--- config.mk ---
export PLATFORM = sky130hd
export DESIGN_NAME = fetch_ifid
export DESIGN_NICKNAME = d
export VERILOG_FILES = /design/src/rtl/fetch_ifid.sv
export SDC_FILE = /design/constraint.sdc
export NUM_CORES = 1
export LEC_CHECK = 0
export BUFFER_PORTS_ARGS = -buffer_cell sky130_fd_sc_hd__buf_2
export CORE_MARGIN = 2
export CORE_UTILIZATION = 26
export DETAILED_ROUTE_END_ITERATION = 8
export PLACE_DENSITY_LB_ADDON = 0.3
export SLEW_MARGIN = 15
export SYNTH_ARGS = -nofsm -noshare
export SYNTH_HDL_FRONTEND = slang
export SYNTH_SLANG_ARGS = --single-unit
export TNS_END_PERCENT = 5
--- constraint.sdc ---
create_clock -name clk -period 1.9 [get_ports clk]
set_input_delay 0 -clock clk [delete_from_list [all_inputs] [get_ports clk]]
set_output_delay 0 -clock clk [all_outputs]
set_load 0.02 [all_outputs]
--- src/rtl/fetch_ifid.sv ---
// Fetch stage with IF/ID register, one-word holding buffer and
// variable-latency imem req/done handshake.
//
// Ports:
//   clk, rst (async, active-low)
//   Stall, redirect_valid, redirect_pc, halt : control from decode
//   imem_req/imem_addr out, imem_rdata/imem_done in : instruction memory
//   instruction, PC_2, if_valid : IF/ID register to decode
//   fetch_stall : IF/ID bubbled because memory is busy
//   err : sticky misaligned-fetch flag (only when FETCH_ALIGN_ERR_EN defined)
//
// Optional feature macro: FETCH_ALIGN_ERR_EN
module fetch_ifid #(
    parameter logic [15:0] RESET_PC  = 16'h0000,
    parameter logic [15:0] NOP_INSTR = 16'h0800
) (
    input  logic        clk,
    input  logic        rst,
    input  logic        Stall,
    input  logic        redirect_valid,
    input  logic [15:0] redirect_pc,
    input  logic        halt,
    input  logic [15:0] imem_rdata,
    input  logic        imem_done,
    output logic        imem_req,
    output logic [15:0] imem_addr,
    output logic [15:0] instruction,
    output logic [15:0] PC_2,
    output logic        if_valid,
    output logic        fetch_stall,
    output logic        err
);

    typedef enum logic [1:0] {
        S_FETCH,
        S_WAIT,
        S_DRAIN,
        S_HALT
    } state_t;

    state_t      r_state;
    logic [15:0] r_pc;
    logic [15:0] r_addr;
    logic [15:0] r_instr;
    logic [15:0] r_pc2;
    logic        r_valid;
    logic        r_buf_full;
    logic [15:0] r_buf_instr;
    logic [15:0] r_buf_pc2;
    logic        r_buf_valid;
    logic        r_halt_pend;

    state_t      w_nxt_state;
    logic [15:0] w_nxt_pc;
    logic [15:0] w_nxt_instr;
    logic [15:0] w_nxt_pc2;
    logic        w_nxt_valid;
    logic        w_nxt_buf_full;
    logic [15:0] w_nxt_buf_instr;
    logic [15:0] w_nxt_buf_pc2;
    logic        w_nxt_buf_valid;
    logic        w_nxt_halt_pend;

    logic        w_req;
    logic [15:0] w_addr;
    logic        w_take;
    logic        w_bad;
    logic [15:0] w_word;
    logic [15:0] w_pc_inc;

    // A full buffer blocks new requests only while decode is stalled;
    // the cycle it drains, the next request goes out.
    assign w_req = ((r_state == S_FETCH) && (!r_buf_full || !Stall))
                 || (r_state == S_WAIT) || (r_state == S_DRAIN);
    // Outstanding accesses keep their latched address, even after the
    // PC has been redirected.
    assign w_addr   = (r_state == S_FETCH) ? r_pc : r_addr;
    assign w_take   = w_req && imem_done && (r_state != S_DRAIN);
    assign w_pc_inc = r_pc + 16'd2;

`ifdef FETCH_ALIGN_ERR_EN
    logic r_err;
    assign w_bad = w_addr[0];
    assign err   = r_err;
    always_ff @(posedge clk or negedge rst) begin
        if (!rst) r_err <= 1'b0;
        else if (w_req && w_addr[0]) r_err <= 1'b1;
    end
`else
    assign w_bad = 1'b0;
    assign err   = 1'b0;
`endif

    assign w_word      = w_bad ? NOP_INSTR : imem_rdata;
    assign imem_req    = w_req;
    assign imem_addr   = w_addr;
    assign instruction = r_instr;
    assign PC_2        = r_pc2;
    assign if_valid    = r_valid;
    assign fetch_stall = (r_state != S_HALT) && !Stall
                       && !r_buf_full && !w_take;

    always_comb begin
        w_nxt_state     = r_state;
        w_nxt_pc        = r_pc;
        w_nxt_instr     = r_instr;
        w_nxt_pc2       = r_pc2;
        w_nxt_valid     = r_valid;
        w_nxt_buf_full  = r_buf_full;
        w_nxt_buf_instr = r_buf_instr;
        w_nxt_buf_pc2   = r_buf_pc2;
        w_nxt_buf_valid = r_buf_valid;
        w_nxt_halt_pend = r_halt_pend;
        if (redirect_valid && (r_state != S_HALT)) begin
            w_nxt_pc        = redirect_pc;
            w_nxt_buf_full  = 1'b0;
            w_nxt_instr     = NOP_INSTR;
            w_nxt_valid     = 1'b0;
            w_nxt_halt_pend = 1'b0;
            w_nxt_state     = (w_req && !imem_done) ? S_DRAIN : S_FETCH;
        end else if (halt && !Stall && (r_state != S_HALT)) begin
            w_nxt_buf_full  = 1'b0;
            w_nxt_instr     = NOP_INSTR;
            w_nxt_valid     = 1'b0;
            w_nxt_halt_pend = 1'b1;
            w_nxt_state     = (w_req && !imem_done) ? S_DRAIN : S_HALT;
        end else begin
            unique case (r_state)
                S_HALT: begin
                    w_nxt_instr = NOP_INSTR;
                    w_nxt_valid = 1'b0;
                end
                S_DRAIN: begin
                    if (imem_done)
                        w_nxt_state = r_halt_pend ? S_HALT : S_FETCH;
                    if (!Stall) begin
                        w_nxt_instr = NOP_INSTR;
                        w_nxt_valid = 1'b0;
                    end
                end
                S_FETCH, S_WAIT: begin
                    if (w_take) begin
                        w_nxt_pc    = w_pc_inc;
                        w_nxt_state = S_FETCH;
                        if (r_buf_full) begin
                            // Buffer feeds IF/ID; new word refills it.
                            w_nxt_instr     = r_buf_instr;
                            w_nxt_pc2       = r_buf_pc2;
                            w_nxt_valid     = r_buf_valid;
                            w_nxt_buf_instr = w_word;
                            w_nxt_buf_pc2   = w_pc_inc;
                            w_nxt_buf_valid = !w_bad;
                        end else if (!Stall) begin
                            w_nxt_instr = w_word;
                            w_nxt_pc2   = w_pc_inc;
                            w_nxt_valid = !w_bad;
                        end else begin
                            w_nxt_buf_full  = 1'b1;
                            w_nxt_buf_instr = w_word;
                            w_nxt_buf_pc2   = w_pc_inc;
                            w_nxt_buf_valid = !w_bad;
                        end
                    end else begin
                        if (w_req) w_nxt_state = S_WAIT;
                        if (r_buf_full && !Stall) begin
                            w_nxt_instr    = r_buf_instr;
                            w_nxt_pc2      = r_buf_pc2;
                            w_nxt_valid    = r_buf_valid;
                            w_nxt_buf_full = 1'b0;
                        end else if (!Stall) begin
                            w_nxt_instr = NOP_INSTR;
                            w_nxt_valid = 1'b0;
                        end
                    end
                end
            endcase
        end
    end

    always_ff @(posedge clk or negedge rst) begin
        if (!rst) begin
            r_state     <= S_FETCH;
            r_pc        <= RESET_PC;
            r_addr      <= RESET_PC;
            r_instr     <= NOP_INSTR;
            r_pc2       <= 16'h0000;
            r_valid     <= 1'b0;
            r_buf_full  <= 1'b0;
            r_buf_instr <= NOP_INSTR;
            r_buf_pc2   <= 16'h0000;
            r_buf_valid <= 1'b0;
            r_halt_pend <= 1'b0;
        end else begin
            r_state     <= w_nxt_state;
            r_pc        <= w_nxt_pc;
            r_addr      <= w_addr;
            r_instr     <= w_nxt_instr;
            r_pc2       <= w_nxt_pc2;
            r_valid     <= w_nxt_valid;
            r_buf_full  <= w_nxt_buf_full;
            r_buf_instr <= w_nxt_buf_instr;
            r_buf_pc2   <= w_nxt_buf_pc2;
            r_buf_valid <= w_nxt_buf_valid;
            r_halt_pend <= w_nxt_halt_pend;
        end
    end

endmodule

---- Word level (Yosys, flattened, before mapping) ----
Cells that the tools add are included.
storage, ports and cells
  output and inout port bits .............. 52
  bits of input ports ..................... 38
  bits in registers ....................... 102
operators by class
  eq/ne operators ......................... 10
  add/subtract/negate cells ............... 1
  bitwise operators ....................... 2
  reduce and logical (&&, ||, !) cells .... 33
  mux-type cells .......................... 49
operators with widths
  operator                                                                 number
  16-bit 2-to-1 mux                                                        20
  16-bit case mux with 3 select lines                                      1
  1-bit 2-to-1 mux                                                         19
  16-bit by 2-bit adder with 16-bit output, second input constant          1
  2-bit 2-to-1 mux                                                         7
  1-bit logical AND                                                        11
  5-bit AND reduction                                                      2
  2-bit nonzero test                                                       5
  4-bit nonzero test                                                       2
  2-bit inequality test, second input constant                             3
  6-bit inequality test, second input constant                             1
  3-bit AND reduction                                                      2
  5-bit inequality test, second input constant                             1
  2-bit equality test, second input constant                               2
  1-bit logical NOT                                                        4
  4-bit by 2-bit inequality test with 1-bit output, second input constant  1
  2-bit case mux with 2 select lines                                       1
  1-bit logical OR                                                         3
  3-bit inequality test, second input constant                             1
  1-bit case mux with 3 select lines                                       1
  3-bit nonzero test                                                       1
  2-bit by 1-bit equality test with 1-bit output, second input constant    1
  2-bit logical NOT                                                        1
  1-bit NOT                                                                2
  2 further kinds                                                          2

---- Longest topological paths before layout ----
Gate-level depths: netlist (run 1).
  word-level depth ........................ 11
  depth in mapped cells ................... 8
  depth with buffers taken out ............ 6

---- Worst setup path before layout (run 1) ----
No wires, ideal clock.
  kind .................................... register to output
  start ................................... reg r_buf_full
  end ..................................... out fetch_stall
  setup slack ............................. 28 ps
  required time ........................... 1900 ps
  stages on the path, launching flop included .. 4
  arrival time ............................ 1872 ps
  path through ............................ dfrtp_1 buf_2 buf_2 a2111oi_0
between the ends
  cells in the longest elaborated chain, start to end .. 9
  elaborated cells on any way between the ends .. 10
  those cells by class .................... reduce/logical (10)
ends and longest elaborated chain
  element                         RTL line  source
  start, declared                 47        logic r_buf_full;
  start signal, assigned          200       r_buf_full <= w_nxt_buf_full;
  1-bit logical NOT *             73, 101
  1-bit logical OR                73        assign w_req = ((r_state == S_FETCH) && (!r_buf_full || !Stall))
  1-bit logical AND               73
  1-bit logical OR (2 in a row)   74        || (r_state == S_WAIT) || (r_state == S_DRAIN);
  1-bit logical AND (2 in a row)  78        assign w_take = w_req && imem_done && (r_state != S_DRAIN);
  1-bit logical NOT               101       && !r_buf_full && !w_take;
  1-bit logical AND *             101
  end, declared                   30        output logic fetch_stall,
Every way passes the cells marked *; elsewhere a longest branch is shown, timed or not.

---- Final worst setup path (run 1) ----
Same ends and word-level chain as after synthesis.

==> results.md, run 1 <==
- DIE WIDTH: 144.9 um
- Sw Pwr: 4.299 mW
- Max_slew headroom: 0.6134
- Clk pin slew, worst setup/hold paths: 70 ps
- Num ports: 90
- Period utilisation layout: 0.9834
- Core area: 0.01946 sq mm
- Via count: 4297
- Status: finished, final reports clean
- Placed insts: 856
- Top routing layer used: met4
- Async S/R FF share, synth: 1.000
- CTS tree: yes
- DR pass1 iterations: 5
- Initial DRC Count: 215
- Peak supply drop: 0.5977 mV
- Critical path's largest stage delay: 480 ps
- Register share of total power: 0.374
- Reg2reg end: PC_2[5]$_DFFE_PN0P_
- #FFs+latches synth: 102
- Routed WL: 14140 um
- N_diodes: 0
- Post-route ant nets: 0
- Initial antenna violation count: 0
- Int Power: 6.185 mW
- Hold_sp: redirect_pc[2]
- Fraction of layout cells with a size suffix above 1: 0.3161
- Crit path DAT: 1870 ps
- Hold Path Depth: 3
- Post-DP HPWL: 10130 um
- First-pass GRT wire length: 23030 um
- Crit Path Class: reg -> out
- Post-synth EDFFs: 0
- Cells after synthesis: 502
- Tightest Pin Transition: 580.0 ps
- Post-layout net count: 673
- DRC viols: 0
- Slowest CP cell: a2111oi_2
- Final Max Slew Viols: 0
- CP top delay family: buffers and inverters
- All-Layer GR Usage: 0.1371
- Syn Area/Cell: 10.28 sq um
- Grt ovf: 0
- Clock Path Buffers: 2
- DR vias/cell: 4.753
- Yosys Warn Count: 0
- Req. time, crit path: 1900 ps
- Setup bufs post-CTS: 0
- Hold Slack: 28.64 ps
- Synthesized net count: 541
- Clock buffer count from CTS: 9
- Seq. cell area: 0.002557 sq mm
- Hold endpoint: r_pc[2]$_DFFE_PN0P_
- Largest net degree at the start of global routing: 43
- Share of total power in the clock network: 0.180
- Worst Clk Skew: 6.454 ps
- WL/cell: 15.64 um
- Sw Share: 0.4100
- Vias in the first global route: 4309
- Main synth FF type: dfrtp_1
- Wire length on met2: 7099 um
- Reg2Reg Launch Point: r_buf_full$_DFFE_PN0P_
- CP Buf/Inv Count: 2
- Final hold vios: 0
- Area of the multi-input gates: 0.002407 sq mm
- Fillers: 1999
- Startpoint types: register
- Logic pwr share: 0.445
- Gpl congestion: 0.8161
- Max Cap Viol: 0
- Clk Latency, worst-skew pair: 350 ps
- RSZ-0062 raised after global routing: false
- F_max: 0.5352 GHz
- Root buffer cell: clkbuf_16
- Site Rows: 51
- Area growth, synth to finish: 30.73%
- FF-to-FF path depth: 6
- Die area: 0.02100 sq mm
- Final TNS setup: 0 ps
- Period minus WS final: 1868 ps
- Worst min-delay path category: in -> reg
- H-tree depth: 3
- R2r setup slk: 150 ps
- CTS Sinks: 102
- Die Ht: 144.9 um
- Power consumption: 10.48 mW
- Pwr dens: 1553 mW/mm^2
- Leak: 2.954 nW
- CP Capture Type: output pin
- Port bufs: 88
- DR WL met3: 683 um
- Distinct cell type count after synthesis: 60
- M1 WL: 6230 um
- Initial Util: 0.2653
- Cells along the critical path: buf_4 > a2111oi_2 > buf_2
- Mapped cell area: 0.005162 sq mm
- Layout Cells excl Fill: 904
- Post-synthesis sequential area ratio: 0.4949
- Worst-path fanout max: 33
- Setup violators final: 0
## metal layers
layer  GRT usage  vias up
met5           0        -
met4     0.02921        0
met3     0.03050       13
met2      0.2350      131
met1      0.1776     2093
li1            -     2060
## state kept, by name (all words and copies together), names as in the netlist
signal and flops:
PC_2 16, instruction 16, r_addr 16, r_buf_instr 16, r_buf_pc2 16, r_pc 16, r_state 2, if_valid 1
r_buf_full 1, r_buf_valid 1, r_halt_pend 1
## placed cells by master, fill, tap and decap left out, types with 2 or more instances in the layout
cell type,count
nor2b_1,2
nor4_2,4
a221o_1,4
a21oi_1,25
a22oi_1,10
o21a_1,2
dfrtp_1,98
nand2_2,2
xor2_1,2
nand3b_1,9
nor2_1,41
nand2b_1,2
xnor2_1,11
buf_4,30
inv_1,8
buf_12,7
a22o_1,7
nand2_1,54
a31oi_1,8
dlygate4sd3_1,32
buf_2,87
o21ai_0,26
o22ai_1,9
nand3_1,23
a21o_1,14
clkbuf_16,9
mux2_2,35
a211oi_1,13
dfrtp_2,2
nor3_1,7
mux2i_1,18
dfstp_2,2
clkinv_2,3
## worst max-delay path by stage
stage / to / start / cells past startpoint
5_1_grt: imem_addr[6] / r_state[0]$_DFFE_PN0P_ / 5
2_1_floorplan: fetch_stall / r_buf_full$_DFFE_PN0P_ / 3
4_1_cts: imem_addr[6] / r_state[1]$_DFFE_PN0P_ / 5
3_3_place_gp: PC_2[5]$_DFFE_PN0P_ / r_buf_full$_DFFE_PN0P_ / 6
6_report: fetch_stall / r_buf_full$_DFFE_PN0P_ / 3
3_5_place_dp: fetch_stall / r_buf_full$_DFFE_PN0P_ / 3
## worst register-to-register path, delay by kind of cell (launching register included)
family | cells | cell delay, ps
AO/OA/AOI/OAI | 3 | 570
buffers and inverters | 1 | 200
flip-flops | 1 | 490
AND/OR/NAND/NOR | 2 | 440
## logic make-up after synthesis
group | synth area share
mux | 0.1112
compound gates | 0.1655
xor+xnor | 0.02206
other cells | 0.0007264
flops | 0.4949
simple gates | 0.1607
fa+ha+maj | 0.002423
buf+inv | 0.04241
## power groups by stage
stage / Combinational (mW) / Clock [mW] / Sequential (mW)
after floorplan: 2.89 / 0 / 3.99
after global placement: 4.57 / 0 / 3.91
after detailed placement: 4.64 / 0 / 3.96
after CTS: 4.74 / 1.96 / 3.92
after global routing: 5.11 / 2.06 / 4.07
final: 4.67 / 1.89 / 3.93
## cells in the mapped netlist, drive strengths merged (3+ instances only)
library cell | instances | area, sq um
dfrtp | 100 | 2502
nand2 | 56 | 215.2
nor2 | 42 | 165.2
mux2 | 35 | 394.1
o21ai | 27 | 138.9
a21oi | 26 | 133.9
buf | 26 | 150.1
nand3 | 25 | 142.6
mux2i | 18 | 180.2
a211oi | 14 | 110.1
a21o | 14 | 105.1
xnor2 | 11 | 96.34
a22oi | 10 | 75.07
nand3b | 10 | 78.82
clkbuf | 9 | 35.03
inv | 9 | 33.78
o22ai | 9 | 56.30
a31oi | 8 | 50.05
nor3 | 8 | 45.04
a22o | 7 | 61.31
a221o | 4 | 40.04
nor4 | 4 | 50.05
nand4 | 3 | 40.04
nor2b | 3 | 21.27
nor3b | 3 | 32.53
## metrics by stage
| step | instance area (sq um) | utilization | worst slack, ps |
|---|---|---|---|
| 3_5_place_dp | 6110 | 0.3139 | 128.6 |
| 3_3_place_gp | 6110 | 0.3139 | 152.6 |
| 5_1_grt | 6749 | 0.3468 | 1.306 |
| 6_report | 6749 | 0.3468 | 31.61 |
| 2_1_floorplan | 5162 | - | 28.37 |
| 4_1_cts | 6741 | 0.3464 | 6.664 |
## cell type report
class / count / share of cell area
Clock buffer: 9 / 0.03337
Clock inverter: 7 / 0.01075
Inverter: 9 / 0.005006
Multi-Input combinational cell: 356 / 0.3567
Sequential cell: 102 / 0.3789
Tap cell: 265 / 0.04913
Timing Repair Buffer: 156 / 0.1661
## what timing repair did
action / 4_1_cts / 5_1_grt
hold buffers: 32 / 0
gates resized for setup: 4 / 3
gates cloned: 0 / 0
hold endpoints to repair: 68 / 0
endpoints found under the setup margin: 17 / 18
Note: power is estimated with default switching activity, not from simulation.
==> run 2: changes to the inputs <==
Settings changed: BUFFER_PORTS_ARGS -buffer_cell sky130_fd_sc_hd__buf_2 to default, DONT_BUFFER_PORTS from default to 1.
==> results.md, run 2 (synthesized netlist as in run 1, its figures left out) <==
- Crit Path Class: reg -> out
- CP Capture Type: output pin
- Period utilisation layout: 0.9576
- Vias in the first global route: 4149
- Site Rows: 51
- Post-route ant nets: 0
- Via count: 4011
- Final Max Slew Viols: 0
- F_max: 0.5496 GHz
- Clk Latency, worst-skew pair: 350 ps
- All-Layer GR Usage: 0.1397
- Initial Util: 0.2653
- Final hold vios: 102
- Max_slew headroom: 0.4713
- Final worst setup slack: 80.64 ps
- Status: finished with violations
- Area growth, synth to finish: 23.70%
- Post-layout net count: 595
- Peak supply drop: 0.5211 mV
- H-tree depth: 3
- First-pass GRT wire length: 23340 um
- Setup violators final: 0
- Post-CTS Hold Fix Bufs: 38
- Post-DP HPWL: 9816 um
- Initial DRC Count: 273
- Root buffer cell: clkbuf_16
- Commonest cells after routing, fill and taps aside: 98 x dfrtp_1, 54 x nand2_1, 41 x nor2_1
- Port bufs: 0
- Clk pin slew, worst setup/hold paths: 70 ps
- CTS tree: yes
- Hold Slack: -661.8 ps
- DR vias/cell: 4.850
- Core area: 0.01946 sq mm
- Seq. cell area: 0.002557 sq mm
- Leak: 2.622 nW
- Tightest Pin Transition: 793.0 ps
- Place WS: 142.8 ps
- Routed WL: 14530 um
- Worst Clk Skew: 8.398 ps
- Most common cell after layout, fill and taps aside: dfrtp_1
- Period minus WS final: 1819 ps
- Fraction of layout cells with a size suffix above 1: 0.2086
- Worst-path fanout max: 16
- Initial antenna violation count: 1
- Clock buffer count from CTS: 9
- DR pass1 iterations: 5
- Largest net degree at the start of global routing: 103
- DRC viols: 0
- Max Cap Viol: 0
- Gpl congestion: 0.8045
- RSZ-0062 raised after global routing: false
- Crit path DAT: 1820 ps
- CTS Sinks: 102
- Pwr dens: 1598 mW/mm^2
- Area of the multi-input gates: 0.002402 sq mm
- R2r setup slk: 150 ps
- Num ports: 90
- Worst min-delay path category: in -> async
- Die area: 0.02100 sq mm
- Startpoint types: register
- Final TNS setup: 0 ps
- DIE WIDTH: 144.9 um
- Reg2reg end: r_buf_pc2[2]$_DFFE_PN0P_
- Clock Path Buffers: 2
- Req. time, crit path: 1900 ps
- Post-layout util: 0.3281
- Die Ht: 144.9 um
- Crit path capture: imem_addr[15]
- WL/cell: 17.57 um
- Reg2Reg Launch Point: r_state[1]$_DFFE_PN0P_
- Fillers: 2005
- FF-to-FF path depth: 5
- Critical path startpoint: r_state[0]$_DFFE_PN0P_
- Grt ovf: 0
- Failing checks: hold timing
==> run 2: cell types whose count changed in the layout (fill, tap and decap cells not counted) <==
cell,change
inv_8,-1
diode_2,+1
clkbuf_8,+2
a2111oi_2,-1
a2111oi_1,+1
dlymetal6s4s_1,+1
dlygate4sd3_1,+5
clkinv_2,-1
buf_12,-2
buf_6,+1
buf_4,+4
buf_2,-87
==> run 2: critical path, stage by stage (launching register included) <==
cell and delay, ps:
dfrtp_1 430, buf_4 190, nor2_4 160, buf_12 170, mux2_2 350, buf_4 160
==> run 2: timing repair <==
action | 4_1_cts | 5_1_grt
gates cloned | 0 | 0
endpoints found under the setup margin | 5 | 6
setup buffers | 0 | 0
hold endpoints to repair | 154 | 102
gates resized for setup | 3 | 4
pin swaps | 0 | 1
==> run 2: power breakdown <==
group	internal, mW	switching, mW	total (mW)
Combinational	1.80	2.24	4.04
Clock	1.09	0.829	1.92
Sequential	3.14	1.09	4.24
==> run 2: layout make-up <==
cell class,instances,share of cell area
sequential,102,0.4005
multi-input combinational,356,0.3762
timing repair buffer,78,0.1174
tap,265,0.05192
clock buffer,11,0.03958
clock inverter,5,0.008817
inverter,9,0.005290
antenna,1,0.0003918
==> run 2: how the worst min path moves through the flow <==
stage / endpoint / from / slack, ps
floorplan: PC_2[0]$_DFFE_PN0P_ / rst / -300
global placement: PC_2[11]$_DFFE_PN0P_ / rst / -290
detailed placement: PC_2[10]$_DFFE_PN0P_ / rst / -290
CTS: PC_2[10]$_DFFE_PN0P_ / rst / -670
global route: r_pc[12]$_DFFE_PN0P_ / rst / -680
finish: PC_2[10]$_DFFE_PN0P_ / rst / -660
==> run 2: metal layers <==
metal | vias to the layer above | part of all wire | routed length, um | track usage
met5 | - | 0 | 0 | 0
met2 | 110 | 0.51 | 7355 | 0.2362
met3 | 12 | 0.069 | 1003 | 0.04560
li1 | 1906 | - | - | -
met4 | 0 | 0.0060 | 87 | 0.03119
met1 | 1983 | 0.42 | 6082 | 0.1738
==> run 2: through the flow <==
stage,power (mW),area (sq um),cells
2_1_floorplan,6.876,5162,502
3_3_place_gp,8.141,5673,772
3_5_place_dp,8.248,5673,772
4_1_cts,10.31,6374,826
5_1_grt,10.87,6386,827
6_report,10.20,6386,827
